File: src/rtl/uart_sample_deframer.sv
// Deframes A5/LO/HI byte frames from a UART receiver into a sample FIFO drained at a fixed tick.
// Optional trailing XOR checksum byte when DEFRAMER_CHECKSUM_EN is defined.
module uart_sample_deframer #(
    parameter int CLK_FREQ    = 10_000_000,
    parameter int SAMPLE_RATE = 48000,
    parameter int FIFO_AW     = 4
) (
    input  logic                     clk,
    input  logic                     rst,
    input  logic [7:0]               rx_data,
    input  logic                     rx_ready,
    input  logic                     rx_error,
    output logic                     rx_ack,
    output logic signed [15:0]       sample,
    output logic                     sample_valid,
    output logic [FIFO_AW:0]         fifo_level,
    output logic                     overflow,
    output logic                     underrun,
    output logic [7:0]               sync_errs,
    input  logic                     clr_flags
);

    localparam int PERIOD = CLK_FREQ / SAMPLE_RATE;
    localparam int CNT_W  = (PERIOD > 1) ? $clog2(PERIOD) : 1;
    localparam int DEPTH  = 1 << FIFO_AW;
    localparam int LVL_W  = FIFO_AW + 1;

    localparam logic [7:0] SYNC_BYTE = 8'hA5;
    localparam logic [7:0] ERR_MAX   = 8'hFF;

    localparam logic [1:0] ST_HUNT = 2'd0;
    localparam logic [1:0] ST_LO   = 2'd1;
    localparam logic [1:0] ST_HI   = 2'd2;
`ifdef DEFRAMER_CHECKSUM_EN
    localparam logic [1:0] ST_CHK  = 2'd3;
`endif

    logic [1:0]              state_q, state_d;
    logic                    ack_q, ack_d;
    logic                    armed_q, armed_d;
    logic                    consume;
    logic                    err_evt;
    logic [7:0]              lo_q, lo_d;
`ifdef DEFRAMER_CHECKSUM_EN
    logic [7:0]              hi_q, hi_d;
`endif
    logic                    push_q, push_d;
    logic signed [15:0]      push_data_q, push_data_d;

    logic [CNT_W-1:0]        cnt_q, cnt_d;
    logic                    tick;

    logic signed [15:0]      mem [DEPTH];
    logic [LVL_W-1:0]        wr_q, wr_d;
    logic [LVL_W-1:0]        rd_q, rd_d;
    logic [LVL_W-1:0]        level;
    logic                    empty;
    logic                    full;
    logic                    pop;
    logic                    push_ok;
    logic                    drop;

    logic signed [15:0]      sample_q, sample_d;
    logic                    sample_valid_q, sample_valid_d;
    logic                    overflow_q, overflow_d;
    logic                    underrun_q, underrun_d;
    logic [7:0]              sync_errs_q, sync_errs_d;

    // A byte is taken only after rx_ready has been seen low since the previous
    // take, so a receiver that is slow to drop its level cannot be read twice.
    assign consume = rx_ready && !ack_q && armed_q;
    assign ack_d   = consume;
    assign armed_d = consume ? 1'b0 : (armed_q | ~rx_ready);

    always_comb begin
        state_d     = state_q;
        lo_d        = lo_q;
`ifdef DEFRAMER_CHECKSUM_EN
        hi_d        = hi_q;
`endif
        push_d      = 1'b0;
        push_data_d = push_data_q;
        err_evt     = 1'b0;
        if (consume) begin
            if (rx_error) begin
                state_d = ST_HUNT;
                err_evt = (state_q != ST_HUNT);
            end else begin
                case (state_q)
                    ST_HUNT: begin
                        if (rx_data == SYNC_BYTE) begin
                            state_d = ST_LO;
                        end
                    end
                    ST_LO: begin
                        lo_d    = rx_data;
                        state_d = ST_HI;
                    end
                    ST_HI: begin
`ifdef DEFRAMER_CHECKSUM_EN
                        hi_d    = rx_data;
                        state_d = ST_CHK;
`else
                        push_d      = 1'b1;
                        push_data_d = {rx_data, lo_q};
                        state_d     = ST_HUNT;
`endif
                    end
`ifdef DEFRAMER_CHECKSUM_EN
                    ST_CHK: begin
                        if (rx_data == (SYNC_BYTE ^ lo_q ^ hi_q)) begin
                            push_d      = 1'b1;
                            push_data_d = {hi_q, lo_q};
                        end else begin
                            err_evt = 1'b1;
                        end
                        state_d = ST_HUNT;
                    end
`endif
                    default: state_d = ST_HUNT;
                endcase
            end
        end
    end

    // Sample tick
    assign tick  = (cnt_q == CNT_W'(PERIOD - 1));
    assign cnt_d = tick ? '0 : cnt_q + CNT_W'(1);

    // FIFO bookkeeping; pop is evaluated first so a full FIFO can accept a push
    assign level   = wr_q - rd_q;
    assign empty   = (level == '0);
    assign full    = (level == LVL_W'(DEPTH));
    assign pop     = tick && !empty;
    assign push_ok = push_q && (!full || pop);
    assign drop    = push_q && full && !pop;
    assign wr_d    = wr_q + LVL_W'(push_ok);
    assign rd_d    = rd_q + LVL_W'(pop);

    assign sample_d       = pop ? mem[rd_q[FIFO_AW-1:0]] : sample_q;
    assign sample_valid_d = tick;

    always_comb begin
        overflow_d  = overflow_q | drop;
        underrun_d  = underrun_q | (tick && empty);
        sync_errs_d = sync_errs_q;
        if (err_evt && (sync_errs_q != ERR_MAX)) begin
            sync_errs_d = sync_errs_q + 8'd1;
        end
        if (clr_flags) begin
            overflow_d  = 1'b0;
            underrun_d  = 1'b0;
            sync_errs_d = '0;
        end
    end

    always_ff @(posedge clk or posedge rst) begin
        if (rst) begin
            state_q        <= ST_HUNT;
            ack_q          <= 1'b0;
            armed_q        <= 1'b1;
            push_q         <= 1'b0;
            cnt_q          <= '0;
            wr_q           <= '0;
            rd_q           <= '0;
            sample_q       <= '0;
            sample_valid_q <= 1'b0;
            overflow_q     <= 1'b0;
            underrun_q     <= 1'b0;
            sync_errs_q    <= '0;
        end else begin
            state_q        <= state_d;
            ack_q          <= ack_d;
            armed_q        <= armed_d;
            push_q         <= push_d;
            cnt_q          <= cnt_d;
            wr_q           <= wr_d;
            rd_q           <= rd_d;
            sample_q       <= sample_d;
            sample_valid_q <= sample_valid_d;
            overflow_q     <= overflow_d;
            underrun_q     <= underrun_d;
            sync_errs_q    <= sync_errs_d;
        end
    end

    // Datapath registers carry no reset; their contents are qualified by control state
    always_ff @(posedge clk) begin
        lo_q        <= lo_d;
`ifdef DEFRAMER_CHECKSUM_EN
        hi_q        <= hi_d;
`endif
        push_data_q <= push_data_d;
        if (push_ok) begin
            mem[wr_q[FIFO_AW-1:0]] <= push_data_q;
        end
    end

    assign rx_ack       = ack_q;
    assign sample       = sample_q;
    assign sample_valid = sample_valid_q;
    assign fifo_level   = level;
    assign overflow     = overflow_q;
    assign underrun     = underrun_q;
    assign sync_errs    = sync_errs_q;

endmodule
File: config.mk
export PLATFORM = sky130hd
export DESIGN_NAME = uart_sample_deframer
export DESIGN_NICKNAME = d
export VERILOG_FILES = /design/src/rtl/uart_sample_deframer.sv
export SDC_FILE = /design/constraint.sdc
export NUM_CORES = 1
export LEC_CHECK = 0
export CAP_MARGIN = 30
export CORE_UTILIZATION = 35
export CTS_BUF_LIST = sky130_fd_sc_hd__clkbuf_4
export DETAILED_ROUTE_END_ITERATION = 7
export GPL_TIMING_DRIVEN = 0
export PLACE_DENSITY = 0.62
export SLEW_MARGIN = 20
export SYNTH_ARGS = -nofsm -noshare
export SYNTH_HDL_FRONTEND = slang
export SYNTH_SLANG_ARGS = --single-unit
File: constraint.sdc
create_clock -name clk -period 6.55 [get_ports clk]
set_input_delay 0.655 -clock clk [delete_from_list [all_inputs] [get_ports clk]]
set_output_delay 0.655 -clock clk [all_outputs]
set_load 0.005 [all_outputs]
## Yosys cells after proc, flatten, opt, wreduce, memory -nomap -nowiden

Memory sizes are Yosys's and may differ from the RTL's. A register that Yosys moved wholly into a read port is not among the register bits.
Cells that the tools add are included.

- Bits in registers: 58
- Memory bits (writable): 256
- Input bits: 13
- Word-level logic and storage cells: 67
- Memories kept: 1

- $add $sub $neg: 5
- Equality and inequality tests: 7
- Muxes and demuxes: 16
- Bitwise logic cells: 5
- Reductions and logical operators: 20

Memory list:

| memory | words | bits a word | read ports | clocked after Yosys merged registers in | write ports | RTL line | text |
|---|---|---|---|---|---|---|---|
| mem | 16 | 16 | 1 | 1 | 1 | 53 | `logic signed [15:0] mem [DEPTH];` |

Operator list:

| cell | count |
|---|---|
| $mux 8 | 3 |
| $add 8x1->8 const B | 2 |
| $eq 8x8->1 const B | 2 |
| $add 5x1->5 | 2 |
| $mux 1 | 10 |
| $logic_and 1x1->1 | 8 |
| $ne 8x8->1 const B | 1 |
| $reduce_and 3->1 | 2 |
| $eq 5x5->1 const B | 1 |
| $logic_not 5->1 | 1 |
| $sub 5x5->5 | 1 |
| $logic_not 1->1 | 4 |
| $mux 2 | 2 |
| $pmux 2 s2 | 1 |
| $reduce_bool 2->1 | 2 |
| $ne 3x3->1 const B | 1 |
| $or 1x1->1 | 3 |
| $eq 2x1->1 const B | 1 |
| $eq 2x2->1 const B | 1 |
| $logic_not 2->1 | 1 |
| $not 1->1 | 2 |
| $reduce_and 2->1 | 1 |
| $logic_or 1x1->1 | 1 |

## Depth between registers and ports, before layout

- Depth in word-level cells: 8
- Gate-level depth with buffers: 13
- Gate-level depth less buffers: 12

## Worst setup path after synthesis

No wires, ideal clock.

- Kind: register to register
- From: register wr_q[0]
- To: memory mem[0][0], enable pin
- Arrival: 3.504 ns
- Required time: 6.120 ns
- Setup slack: 2.616 ns
- Cell stages (with the launch flop): 9
- Path buffers: 0
- Cells stage by stage: dfrtp_1 > inv_1 > ha_1 > fa_1 > xnor2_1 > nor2_1 > mux2i_1 > nor3b_2 > nor4_1

- Word-level cells in the longest chain between the ends: 8
- Elaborated cells on any way between the ends: 10
- Those cells by class: 1 x add/sub; 1 x eq/ne; 2 x mux; 6 x reduce/logical

Ends and longest elaborated chain:

| item | RTL line | text |
|---|---|---|
| start, declared | 54 | `logic [LVL_W-1:0] wr_q, wr_d;` |
| start signal, assigned | 177 | `wr_q <= wr_d;` |
| $sub 5x5->5 (*) | 131 | `assign level = wr_q - rd_q;` |
| via fifo_level[2] | 16 | `output logic [FIFO_AW:0] fifo_level,` |
| $logic_not 5->1 | 132 | `assign empty = (level == '0);` |
| $logic_not 1->1 | 134 | `assign pop = tick && !empty;` |
| $logic_and 1x1->1 | 134 |  |
| $logic_or 1x1->1 (*) | 135 | `assign push_ok = push_q && (!full \|\| pop);` |
| $logic_and 1x1->1 (*) | 135 |  |
| $mux 1 (*) | 194 | `if (push_ok) begin` |
| $mux 1 (implied by the code) (*) | 195 | `mem[wr_q[FIFO_AW-1:0]] <= push_data_q;` |
| end, declared | 53 |  |

The timed path passes the listed nets; every way through them passes the cells marked *.

## Worst setup path after layout

- From: register wr_q[0]
- To: memory mem[7][6], enable pin

- Word-level cells in the longest chain between the ends: 8
- Elaborated cells on any way between the ends: 10
- Those cells by class: 1 x add/sub; 1 x eq/ne; 2 x mux; 6 x reduce/logical

Ends and longest elaborated chain:

| item | RTL line |
|---|---|
| $sub 5x5->5 | 131 |
| $logic_not 5->1 | 132 |
| $logic_not 1->1 | 134 |
| $logic_and 1x1->1 | 134 |
| $logic_or 1x1->1 | 135 |
| $logic_and 1x1->1 | 135 |
| $mux 1 | 194 |
| $mux 1 (implied by the code) | 195 |

Parallel ways exist; a longest one is shown, timed or not.

==> results.sh <==
export IMPL_layout_common_cells="280 x edfxtp_1, 119 x clkbuf_4, 64 x mux4_2"
export IMPL_gp_congestion=0.706
export IMPL_hpwl_mm=17.6
export IMPL_die_w_um=192
export IMPL_routed_wl_mm=25.9
export IMPL_layout_setup_ws_ns=2.93
export IMPL_drt_iter0_markers=421
export IMPL_rsz0062_at_grt="false"
export IMPL_worst_endpoint_arrival_ns=4.01
export IMPL_slowest_delay_ns=0.63
export IMPL_grt_max_degree=38
export IMPL_cp_start_kind="flip-flop"
export IMPL_finalSetupViolCount=0
export IMPL_synth_simple_area_share_pct=4.34
export IMPL_clock_sinks=330
export IMPL_worst_pin_slew_ns=0.875
export IMPL_min_period_ns=3.62
export IMPL_grt_overflow=0
export IMPL_hp_class="in -> async"
export IMPL_drv_cap=0
export IMPL_max_freq_mhz=276
export IMPL_core_um2=35700
export IMPL_dp_cells=1172
export IMPL_rrSetupSlack_ns=2.93
export IMPL_ant_nets=0
export IMPL_wl_per_cell_um=19.7
export IMPL_status="finished clean"
export IMPL_synth_area_top_cells="edfxtp_1 66%, mux4_2 11%, dfrtp_1 9.7%"
export IMPL_cp_num_buf_inv=4
export IMPL_cts_resized=0
export IMPL_chipHeight_um=192
export IMPL_cts_buffers=83
export IMPL_synthFlopType="edfxtp_1"
export IMPL_nFillCells=3165
export IMPL_finClkSkew_ns=0.0508
export IMPL_grt_pass1_wl_mm=40.0
export IMPL_area_growth_pct=19.2
export IMPL_drive_gt1_share_pct=32.7
export IMPL_critPathMostFrequentCell="buf_6"
export IMPL_final_cells=1318
export IMPL_ios=46
export IMPL_ir_worst_vdd_mv=0.128
export IMPL_cts_tree="done"
export IMPL_die_area_um2=37000
export IMPL_port_buffers=44
export IMPL_cp_required_ns=6.94
export IMPL_regArea_um2=9660
export IMPL_fin_nets=820
export IMPL_rows=69
export IMPL_vias=6468
export IMPL_yosys_area_share_xor_xnor_pct=1.38
export IMPL_synth_top_family_by_area="multiplexers"
export IMPL_post_route_period_util_pct=55.2
export IMPL_power_density_nw_per_um2=265
export IMPL_vias_per_cell=4.91
export IMPL_synth_seq_area_share_pct=76.2
export IMPL_clk_latency_ns=0.71
export IMPL_synthesis_area_um2=12700
export IMPL_synth_seq_cells=330
export IMPL_hold_viol=0
export IMPL_cts_max_path_buffers=3
export IMPL_drtPass1Iterations=4
export IMPL_synth_fa_ha_area_share_pct=1.14
export IMPL_cts_htree_levels=3
export IMPL_final_common_cell="edfxtp_1"
export IMPL_grt_use_total_pct=14.8
export IMPL_reg2regPathDepth=11
export IMPL_synth_mux_area_share_pct=13.2
export IMPL_synthCells=634
export IMPL_synthArstFlopShare_pct=15.2
export IMPL_path_delay_family="simple AND/OR/NAND/NOR gates"
export IMPL_path_cells="inv_1 -> ha_1 -> fa_1 -> xnor2_1 -> nor2_1 -> mux2i_1 -> nor3b_2 -> buf_6 -> nor3_2 -> buf_6 -> buf_4"
export IMPL_slew_violations=0
export IMPL_critPathSlowestCell="nor3_2"
export IMPL_path_clk_slew_ns=0.07
export IMPL_first_global_vias=6903
export IMPL_power_mw=4.01
export IMPL_reg2reg_from="wr_q[0]$_DFF_PP0_"
export IMPL_drc=0
export IMPL_ys_types=44
export IMPL_post_cts_buffers=0
export IMPL_hold_ws_ns=0.223
export IMPL_synth_top_area_cell="edfxtp_1"
export IMPL_cp_end_kind="flip-flop"
export IMPL_multi_input_area_um2=2950
export IMPL_antenna_found_initial=1
export IMPL_worstReg2RegEnd="mem[7][6]$_DFFE_PP_"
export IMPL_preCtsSetupSlack_ns=2.83
export IMPL_crit_type="reg -> reg"
export IMPL_syn_num_nets=658
export IMPL_synth_edf_count=280
export IMPL_crit_fanout=10
export IMPL_avgSynthCellArea_um2=20.0
export IMPL_yosys_warnings=0
export IMPL_p_leak_nw=5.22
export IMPL_synth_compound_area_share_pct=2.46
export IMPL_start_util_pct=35.6
export IMPL_fin_setup_tns_ns=0
export IMPL_maxSlewHeadroom_pct=41.4
export IMPL_root_buffer="clkbuf_4"
export IMPL_yosysTopAreaCellShare_pct=66.3
export IMPL_holdBufCountCts=0
[cell families after synthesis]
logic type	Yosys count
simple gates	106
flops	330
xor+xnor	20
fa+ha+maj	11
buf+inv	38
compound gates	47
mux	82
[where the power goes]
group / switching [mW] / internal [mW] / leakage [nW]
Sequential: 0.000701 / 2.25 / 3.20
Clock: 0.811 / 0.923 / 0.637
Combinational: 0.0135 / 0.00975 / 1.39
Total: 0.825 / 3.18 / 5.22
[metal layers]
metal  GRT usage (%)  up-vias  wire length [µm]  share of wire [%]
li1                -     2947                 -                  -
met1            19.1     3312             11200                 43
met2            24.5      180             12900                 50
met3            3.20       29              1380                5.3
met4            5.39        0               380                1.5
met5               0        -                 0                  0
[layout make-up]
cell class              instances  share of cell area, %
clock buffers                 119                   5.91
repair buffers                 77                   4.57
well taps                     461                   3.81
clock inverters                26                   1.20
plain buffers                  25                  0.786
inverters                      13                  0.339
diodes                          1                 0.0165
multi-input cells             266                   19.5
flip-flops and latches        330                   63.9
[through the flow]
stage | area (µm²) | util (%)
final | 15100 | 42.4
after global placement | 13700 | 38.4
after detailed placement | 14000 | 39.4
after global routing | 15100 | 42.4
after CTS | 15100 | 42.4
after floorplan | 12700 | -
[cell usage after synthesis (2+ instances only)]
| library cell | number |
|---|---|
| and3_1 | 2 |
| nand2_1 | 13 |
| and2_1 | 3 |
| a21oi_1 | 5 |
| nor4b_1 | 3 |
| xnor2_1 | 9 |
| nor4_1 | 5 |
| xor2_1 | 11 |
| o22ai_1 | 32 |
| mux4_2 | 64 |
| dfrtp_1 | 49 |
| nor2_1 | 32 |
| mux2_2 | 7 |
| buf_1 | 2 |
| buf_6 | 2 |
| inv_1 | 13 |
| ha_1 | 10 |
| nor2b_1 | 2 |
| mux2_4 | 9 |
| mux2i_1 | 2 |
| buf_2 | 8 |
| edfxtp_1 | 280 |
| nand4_1 | 2 |
| nand3_1 | 17 |
| o21ai_0 | 3 |
| nor3_1 | 16 |
| clkbuf_1 | 13 |
| nand2b_1 | 3 |
| nand3b_1 | 2 |
[state kept, by name, summed over array words and instances (netlist names), 2 cells and up]
register and flops:
sync_errs 8, state_q 2, sample 16, lo_q 8, cnt_q 8, rd_q 5, mem 256, wr_q 5
push_data_q 16
[worst max-delay path by stage]
stage / from / end / slack (ns) / depth (start not counted)
2_1_floorplan: wr_q[0]$_DFF_PP0_ / mem[0][0]$_DFFE_PP_ / 2.62 / 8
3_3_place_gp: wr_q[0]$_DFF_PP0_ / mem[3][6]$_DFFE_PP_ / 0.52 / 8
3_5_place_dp: wr_q[0]$_DFF_PP0_ / mem[8][7]$_DFFE_PP_ / 2.83 / 10
4_1_cts: wr_q[0]$_DFF_PP0_ / mem[8][9]$_DFFE_PP_ / 2.79 / 10
5_1_grt: wr_q[0]$_DFF_PP0_ / mem[8][9]$_DFFE_PP_ / 2.66 / 10
6_report: wr_q[0]$_DFF_PP0_ / mem[7][6]$_DFFE_PP_ / 2.93 / 11
Power figures use the tool's default switching activity.
